### config.mk
export PLATFORM = sky130hd
export DESIGN_NAME = scroll_rx
export DESIGN_NICKNAME = d
export VERILOG_FILES = /design/src/rtl/scroll_pkg.sv /design/src/rtl/scroll_link_chk.sv /design/src/rtl/scroll_rx.sv
export SDC_FILE = /design/constraint.sdc
export NUM_CORES = 1
export LEC_CHECK = 0
export ABC_CLOCK_PERIOD_IN_PS = 1900
export BUFFER_PORTS_ARGS = -buffer_cell sky130_fd_sc_hd__buf_4
export CAP_MARGIN = 5
export CORE_MARGIN = 1.5
export CORE_UTILIZATION = 45
export DETAILED_ROUTE_END_ITERATION = 16
export PLACE_DENSITY = 0.67
export SETUP_SLACK_MARGIN = 0.02
export SLEW_MARGIN = 20
export SYNTH_ARGS = -nofsm -noshare
export SYNTH_HDL_FRONTEND = slang
export SYNTH_SLANG_ARGS = --single-unit
export TNS_END_PERCENT = 20
### constraint.sdc
create_clock -name clk3hz -period 1.9 [get_ports clk3hz]
set_clock_uncertainty 0.05 [all_clocks]
set_input_delay 0.19 -clock clk3hz [delete_from_list [all_inputs] [get_ports clk3hz]]
set_output_delay 0.19 -clock clk3hz [all_outputs]
set_load 0.05 [all_outputs]
### src/rtl/scroll_pkg.sv
// Shared types and constants for the scrolling display bus receiver.
package scroll_pkg;

  localparam int WIN_W = 16;
  localparam int NIB_W = 4;
  localparam int VAL_W = 32;
  localparam int CNT_W = 4;

  localparam logic [WIN_W-1:0] IDLE_PAT_DEF = 16'hAAAA;

  // Window index (0-based) of the last window that completes assembly, and
  // of the last window of the optional wrap verification.
  localparam logic [CNT_W-1:0] CNT_LAST_COLLECT = 4'd4;
  localparam logic [CNT_W-1:0] CNT_LAST_VERIFY  = 4'd8;

  typedef enum logic [2:0] {
    ST_IDLE    = 3'd0,
    ST_COLLECT = 3'd1,
    ST_VERIFY  = 3'd2,
    ST_DONE    = 3'd3,
    ST_ERR     = 3'd4
  } scroll_state_e;

  // Nibble of the rebuilt value that the window with index cnt (5..8) must
  // bring in as its low nibble once the rotation wraps past the value.
  function automatic logic [NIB_W-1:0] rot_nib(input logic [VAL_W-1:0] value,
                                               input logic [CNT_W-1:0] cnt);
    logic [NIB_W-1:0] nib;
    case (cnt)
      4'd5:    nib = value[31:28];
      4'd6:    nib = value[27:24];
      4'd7:    nib = value[23:20];
      4'd8:    nib = value[19:16];
      default: nib = 4'h0;
    endcase
    return nib;
  endfunction

endpackage

### src/rtl/scroll_link_chk.sv
// Combinational window-to-window continuity check. The previous window is
// supplied as its trailing 12 bits only, which is all a one-nibble rotation
// carries forward into the next window.
module scroll_link_chk
  import scroll_pkg::*;
(
  input  logic [WIN_W-NIB_W-1:0] prev,
  input  logic [WIN_W-1:0]       cur,
  input  logic [WIN_W-1:0]       idle_pat,
  output logic                   is_idle,
  output logic                   link_ok,
  output logic [NIB_W-1:0]       new_nib
);

  assign is_idle = (cur == idle_pat);
  assign link_ok = (cur[WIN_W-1:NIB_W] == prev);
  assign new_nib = cur[NIB_W-1:0];

endmodule

### src/rtl/scroll_rx.sv
// Receive end of the 16-bit scrolling display bus. Rebuilds the 32-bit value
// from five successive windows and publishes it with a one-tick valid pulse.
// Optional feature: define SCROLL_RX_WRAP_CHECK_EN to additionally verify the
// next four windows of the rotation before publishing.
module scroll_rx
  import scroll_pkg::*;
#(
  parameter logic [WIN_W-1:0] IDLE_PAT = IDLE_PAT_DEF,
  parameter int               ERR_W    = 4
) (
  input  logic              clk3hz,
  input  logic              clr,
  input  logic [WIN_W-1:0]  dataBus,
  output logic [VAL_W-1:0]  number_out,
  output logic              valid,
  output logic              busy,
  output logic              err,
  output logic [ERR_W-1:0]  err_cnt
);

  scroll_state_e            state_q, state_d;
  logic [WIN_W-1:0]         hi_q, hi_d;
  logic [WIN_W-NIB_W-1:0]   prev_q, prev_d;
  logic [CNT_W-1:0]         cnt_q, cnt_d;
  logic [VAL_W-1:0]         val_q, val_d;
  logic                     pend_q, pend_d;
  logic [VAL_W-1:0]         number_out_q, number_out_d;
  logic                     valid_q, valid_d;
  logic                     busy_q, busy_d;
  logic                     err_q, err_d;
  logic [ERR_W-1:0]         err_cnt_q, err_cnt_d;

  logic                     is_idle_s;
  logic                     link_ok_s;
  logic [NIB_W-1:0]         new_nib_s;
  logic                     err_inc_s;

  scroll_link_chk u_link_chk (
    .prev     (prev_q),
    .cur      (dataBus),
    .idle_pat (IDLE_PAT),
    .is_idle  (is_idle_s),
    .link_ok  (link_ok_s),
    .new_nib  (new_nib_s)
  );

  // Next-state, assembly and error-count logic for one bus sample per tick.
  always_comb begin
    state_d      = state_q;
    hi_d         = hi_q;
    prev_d       = prev_q;
    cnt_d        = cnt_q;
    val_d        = val_q;
    pend_d       = pend_q;
    number_out_d = number_out_q;
    valid_d      = 1'b0;
    err_inc_s    = 1'b0;

    case (state_q)
      ST_IDLE: begin
        if (!is_idle_s) begin
          hi_d    = dataBus;
          prev_d  = dataBus[WIN_W-NIB_W-1:0];
          cnt_d   = 4'd1;
          state_d = ST_COLLECT;
        end else begin
          state_d = ST_IDLE;
        end
      end

      ST_COLLECT: begin
        if (is_idle_s) begin
          err_inc_s = 1'b1;
          state_d   = ST_IDLE;
        end else if (!link_ok_s) begin
          err_inc_s = 1'b1;
          state_d   = ST_ERR;
        end else begin
          prev_d = dataBus[WIN_W-NIB_W-1:0];
          cnt_d  = cnt_q + 4'd1;
          if (cnt_q == CNT_LAST_COLLECT) begin
            // The accepted window is {prev, new_nib}, i.e. the low half.
            val_d = {hi_q, prev_q, new_nib_s};
`ifdef SCROLL_RX_WRAP_CHECK_EN
            state_d = ST_VERIFY;
`else
            pend_d  = 1'b1;
            state_d = ST_DONE;
`endif
          end else begin
            state_d = ST_COLLECT;
          end
        end
      end

`ifdef SCROLL_RX_WRAP_CHECK_EN
      ST_VERIFY: begin
        if (is_idle_s) begin
          err_inc_s = 1'b1;
          state_d   = ST_IDLE;
        end else if (!link_ok_s ||
                     (new_nib_s != rot_nib(val_q, cnt_q)) ||
                     ((cnt_q == CNT_LAST_VERIFY) && (dataBus != val_q[VAL_W-1:WIN_W]))) begin
          err_inc_s = 1'b1;
          state_d   = ST_ERR;
        end else begin
          prev_d = dataBus[WIN_W-NIB_W-1:0];
          cnt_d  = cnt_q + 4'd1;
          if (cnt_q == CNT_LAST_VERIFY) begin
            pend_d  = 1'b1;
            state_d = ST_DONE;
          end else begin
            state_d = ST_VERIFY;
          end
        end
      end
`endif

      ST_DONE: begin
        // Publish one tick after the final window; the bus is ignored here
        // apart from the return to idle.
        if (pend_q) begin
          number_out_d = val_q;
          valid_d      = 1'b1;
          pend_d       = 1'b0;
        end else begin
          number_out_d = number_out_q;
        end
        if (is_idle_s) begin
          state_d = ST_IDLE;
        end else begin
          state_d = ST_DONE;
        end
      end

      ST_ERR: begin
        if (is_idle_s) begin
          state_d = ST_IDLE;
        end else begin
          state_d = ST_ERR;
        end
      end

      default: begin
        state_d = ST_IDLE;
      end
    endcase

    if (err_inc_s && (err_cnt_q != {ERR_W{1'b1}})) begin
      err_cnt_d = err_cnt_q + {{(ERR_W-1){1'b0}}, 1'b1};
    end else begin
      err_cnt_d = err_cnt_q;
    end

    busy_d = (state_d == ST_COLLECT) || (state_d == ST_VERIFY);
    err_d  = (state_d == ST_ERR);
  end

  // State and output registers; async clear discards any partial reception.
  always_ff @(posedge clk3hz or negedge clr) begin
    if (!clr) begin
      state_q      <= ST_IDLE;
      hi_q         <= {WIN_W{1'b0}};
      prev_q       <= {(WIN_W-NIB_W){1'b0}};
      cnt_q        <= {CNT_W{1'b0}};
      val_q        <= {VAL_W{1'b0}};
      pend_q       <= 1'b0;
      number_out_q <= {VAL_W{1'b0}};
      valid_q      <= 1'b0;
      busy_q       <= 1'b0;
      err_q        <= 1'b0;
      err_cnt_q    <= {ERR_W{1'b0}};
    end else begin
      state_q      <= state_d;
      hi_q         <= hi_d;
      prev_q       <= prev_d;
      cnt_q        <= cnt_d;
      val_q        <= val_d;
      pend_q       <= pend_d;
      number_out_q <= number_out_d;
      valid_q      <= valid_d;
      busy_q       <= busy_d;
      err_q        <= err_d;
      err_cnt_q    <= err_cnt_d;
    end
  end

  assign number_out = number_out_q;
  assign valid      = valid_q;
  assign busy       = busy_q;
  assign err        = err_q;
  assign err_cnt    = err_cnt_q;

endmodule

==> out/qor.csv <==
metric;value;unit
path_cells;xnor2_2 > nand4_1 > nor3_4 > and3_4 > buf_12 > mux2_4;
cp_max_fo;11;
antenna_found_initial;0;
placementRows;36;
io_buffers;56;
dieArea;10600;um^2
fp.dieH;103;um
synth_ff_type;dfrtp_1;
routed_wirelength;8.56;mm
cts_tree;yes;
status;finished clean;
p_int;4180;uW
grt_pass1_vias;2802;
combPwrFrac;31.4;%
maxSlewHeadroom;61.8;%
track_usage;17.5;%
drtIter0Drc;94;
clk_pin_slew;100;ps
syn-num-nets;382;
cts.sinks;107;
p_seq_share;48.3;%
cp.required;2090;ps
synth_area;4490;um^2
grtUsageMet2;27.4;%
gr-max-usage-layer;met2;
grt_util_met1;25.4;%
slowest_delay;430;ps
r2r_slack;20;ps
async_flop_share;100;%
dr_total_vias;2864;
timing.rr.start;prev_q[5];
grt_pass1_wl;14.1;mm
power.switching;1930;uW
r2r_cells;6;
tightest_slew;573;ps
setup_viol;0;
rr_endpoint;val_q[13];
grt_overflow;0;
synth_seq_cells;107;
htree_levels;3;
drv_cap;0;
crit_slowest_cell;dfrtp_1;
cts_root_buf;clkbuf_8;
gp_congestion;0.788;
critPathCaptureType;flop;
yosys_warnings;0;
setup_tns;0;ps
dr.pass1.iters;4;
coreArea;9730;um^2
sw_frac_of_total;31.6;%
hp-class;in -> reg;
diodes;0;
fin_nets;467;
start_util;46.2;%
ir_drop;0.000872;V
yosysSeqAreaShare;59.6;%
fmax;532;MHz
leakage;0.00277;uW
netlist_instances;361;
globalRouteMet3Util;3.05;%
vias_per_cell;4.90;
critPathCapture;val_q[13];
syn_to_final_growth;22.7;%
avgRoutedWirePerCell;14.7;um
rsz0062_at_grt;yes;
synth_edf_count;0;
dp_hpwl;5.92;mm
critical_path_class;reg -> reg;
start_kind;flop;
fillers;843;
postSynthAreaPerCell;12.4;um^2
p_per_area;1110;nW/um^2
yosysUniqueCellTypes;35;
finalCritPeriodShare;99.0;%
ant_nets;0;
finalPower;6120;uW
fin_ws;18.6;ps
cp-startpoint;prev_q[5];
final_hold_viol_count;0;
arrival;2070;ps
die_x;103;um
io_pins;57;
finalCriticalPeriod;1880;ps
drc_errors;0;
numCtsBuffers;9;
power.clock.fraction;20.3;%
cts.path.max_buffers;2;
slew_violations;0;
drive_above_1_share;38.1;%
insertion_delay;360;ps
dpl_worst_slack;-9.83;ps
grt_max_degree;108;
-- stage by stage --
step	cells	hold WS [ps]	utilization (%)	instance area [um^2]
2_1_floorplan	361	-156	-	4490
3_3_place_gp	562	252	53.9	5250
3_5_place_dp	562	258	53.9	5250
4_1_cts	584	31.0	56.4	5490
5_1_grt	584	37.6	56.6	5510
6_report	584	47.5	56.6	5510
-- area by class of cell --
| cell class | instances | area (um^2) | area share (%) |
|---|---|---|---|
| flip-flops and latches | 107 | 2680 | 48.6 |
| multi-input cells | 234 | 1720 | 31.3 |
| repair buffers | 89 | 753 | 13.7 |
| well taps | 133 | 166 | 3.02 |
| clock buffers | 11 | 131 | 2.38 |
| clock inverters | 5 | 38.8 | 0.704 |
| inverters | 5 | 18.8 | 0.341 |
-- how the worst min path moves through the flow --
stage / from / endpoint / depth (start not counted)
2_1_floorplan: clr / busy / 0
3_3_place_gp: clr / number_out[17] / 2
3_5_place_dp: clr / number_out[20] / 2
4_1_cts: dataBus[1] / val_q[1] / 2
5_1_grt: dataBus[14] / hi_q[14] / 2
6_report: dataBus[1] / val_q[1] / 2
-- Yosys cell counts (all sizes together), types with 2 or more instances --
| cell | count | share of area, % |
|---|---|---|
| nor3 | 2 | 0.47 |
| xor2 | 2 | 0.39 |
| a2bb2oi | 2 | 0.39 |
| nand4b | 2 | 0.39 |
| o31ai | 2 | 0.33 |
| buf | 9 | 1.7 |
| and3 | 2 | 0.28 |
| o21ai | 2 | 0.22 |
| and4bb | 4 | 1.1 |
| a21o | 2 | 0.33 |
| mux2 | 61 | 18 |
| a21oi | 6 | 0.67 |
| nand4 | 6 | 0.84 |
| dfrtp | 107 | 60 |
| nand2 | 109 | 9.1 |
| xnor2 | 12 | 2.3 |
| clkbuf | 6 | 0.50 |
| nand3 | 4 | 0.45 |
| nand3b | 2 | 0.33 |
| nor2 | 4 | 0.33 |
| ha | 3 | 0.84 |
| inv | 5 | 0.42 |
-- sequential cells by signal (all words and copies together) (netlist names), 3 cells and up --
| register | count |
|---|---|
| prev_q | 12 |
| cnt_q | 4 |
| hi_q | 16 |
| number_out | 32 |
| state_q | 3 |
| val_q | 32 |
| err_cnt | 4 |
-- routing by layer --
layer,up-vias,share of wire (%)
met4,0,0.60
met2,57,47
met3,4,3.8
met1,1422,48
met5,-,0
li1,1381,-
-- cell families (layout without fill, tap and decap cells) --
| family | Yosys count | count (layout) | synth area share, % |
|---|---|---|---|
| compound gates | 19 | 19 | 2.87 |
| xor+xnor | 14 | 14 | 2.73 |
| simple gates | 137 | 137 | 13.6 |
| mux | 61 | 61 | 17.7 |
| fa+ha+maj | 3 | 3 | 0.836 |
| flops | 107 | 107 | 59.6 |
| buf+inv | 20 | 110 | 2.62 |
-- power by group through the flow --
stage	Clock (uW)	Combinational (uW)	Sequential (uW)
final	1240	1920	2950
after global routing	1350	2070	3000
after CTS	1290	1920	2950
after detailed placement	0	1830	3010
after global placement	0	1800	2980
after floorplan	0	970	3160
-- critical path, delay by kind of cell, from the launching register on --
family        cells  cell delay [ps]
simple gates      3              680
flops             1              430
xor+xnor          1              140
buf+inv           1              170
mux               1              300
-- what timing repair did --
action	in CTS	in global routing
buffers inserted	4	0
pin swaps	4	1
gates cloned	1	0
gates resized for setup	3	4
endpoints found under the hold margin	107	0
setup endpoints to repair	26	44
hold buffers	1	0
-- layout by cell type, fill, tap and decap left out, types with 2 or more instances in the layout --
cell type | netlist | routed
nand2_1 | 109 | 109
dfrtp_1 | 107 | 107
buf_4 | 1 | 82
mux2_4 | 29 | 32
mux2_2 | 32 | 29
xnor2_1 | 12 | 11
clkbuf_8 | 0 | 9
nand4_1 | 6 | 6
a21oi_1 | 6 | 6
inv_1 | 5 | 5
buf_12 | 0 | 5
and4bb_2 | 4 | 4
nor2_1 | 4 | 4
nand3_1 | 4 | 4
ha_1 | 3 | 3
clkinvlp_4 | 0 | 3
nand4b_1 | 2 | 2
o31ai_1 | 2 | 2
nand3b_1 | 2 | 2
xor2_1 | 2 | 2
a21o_1 | 2 | 2
a2bb2oi_1 | 2 | 2
clkbuf_1 | 6 | 2
(Power assumes the default switching activity.)
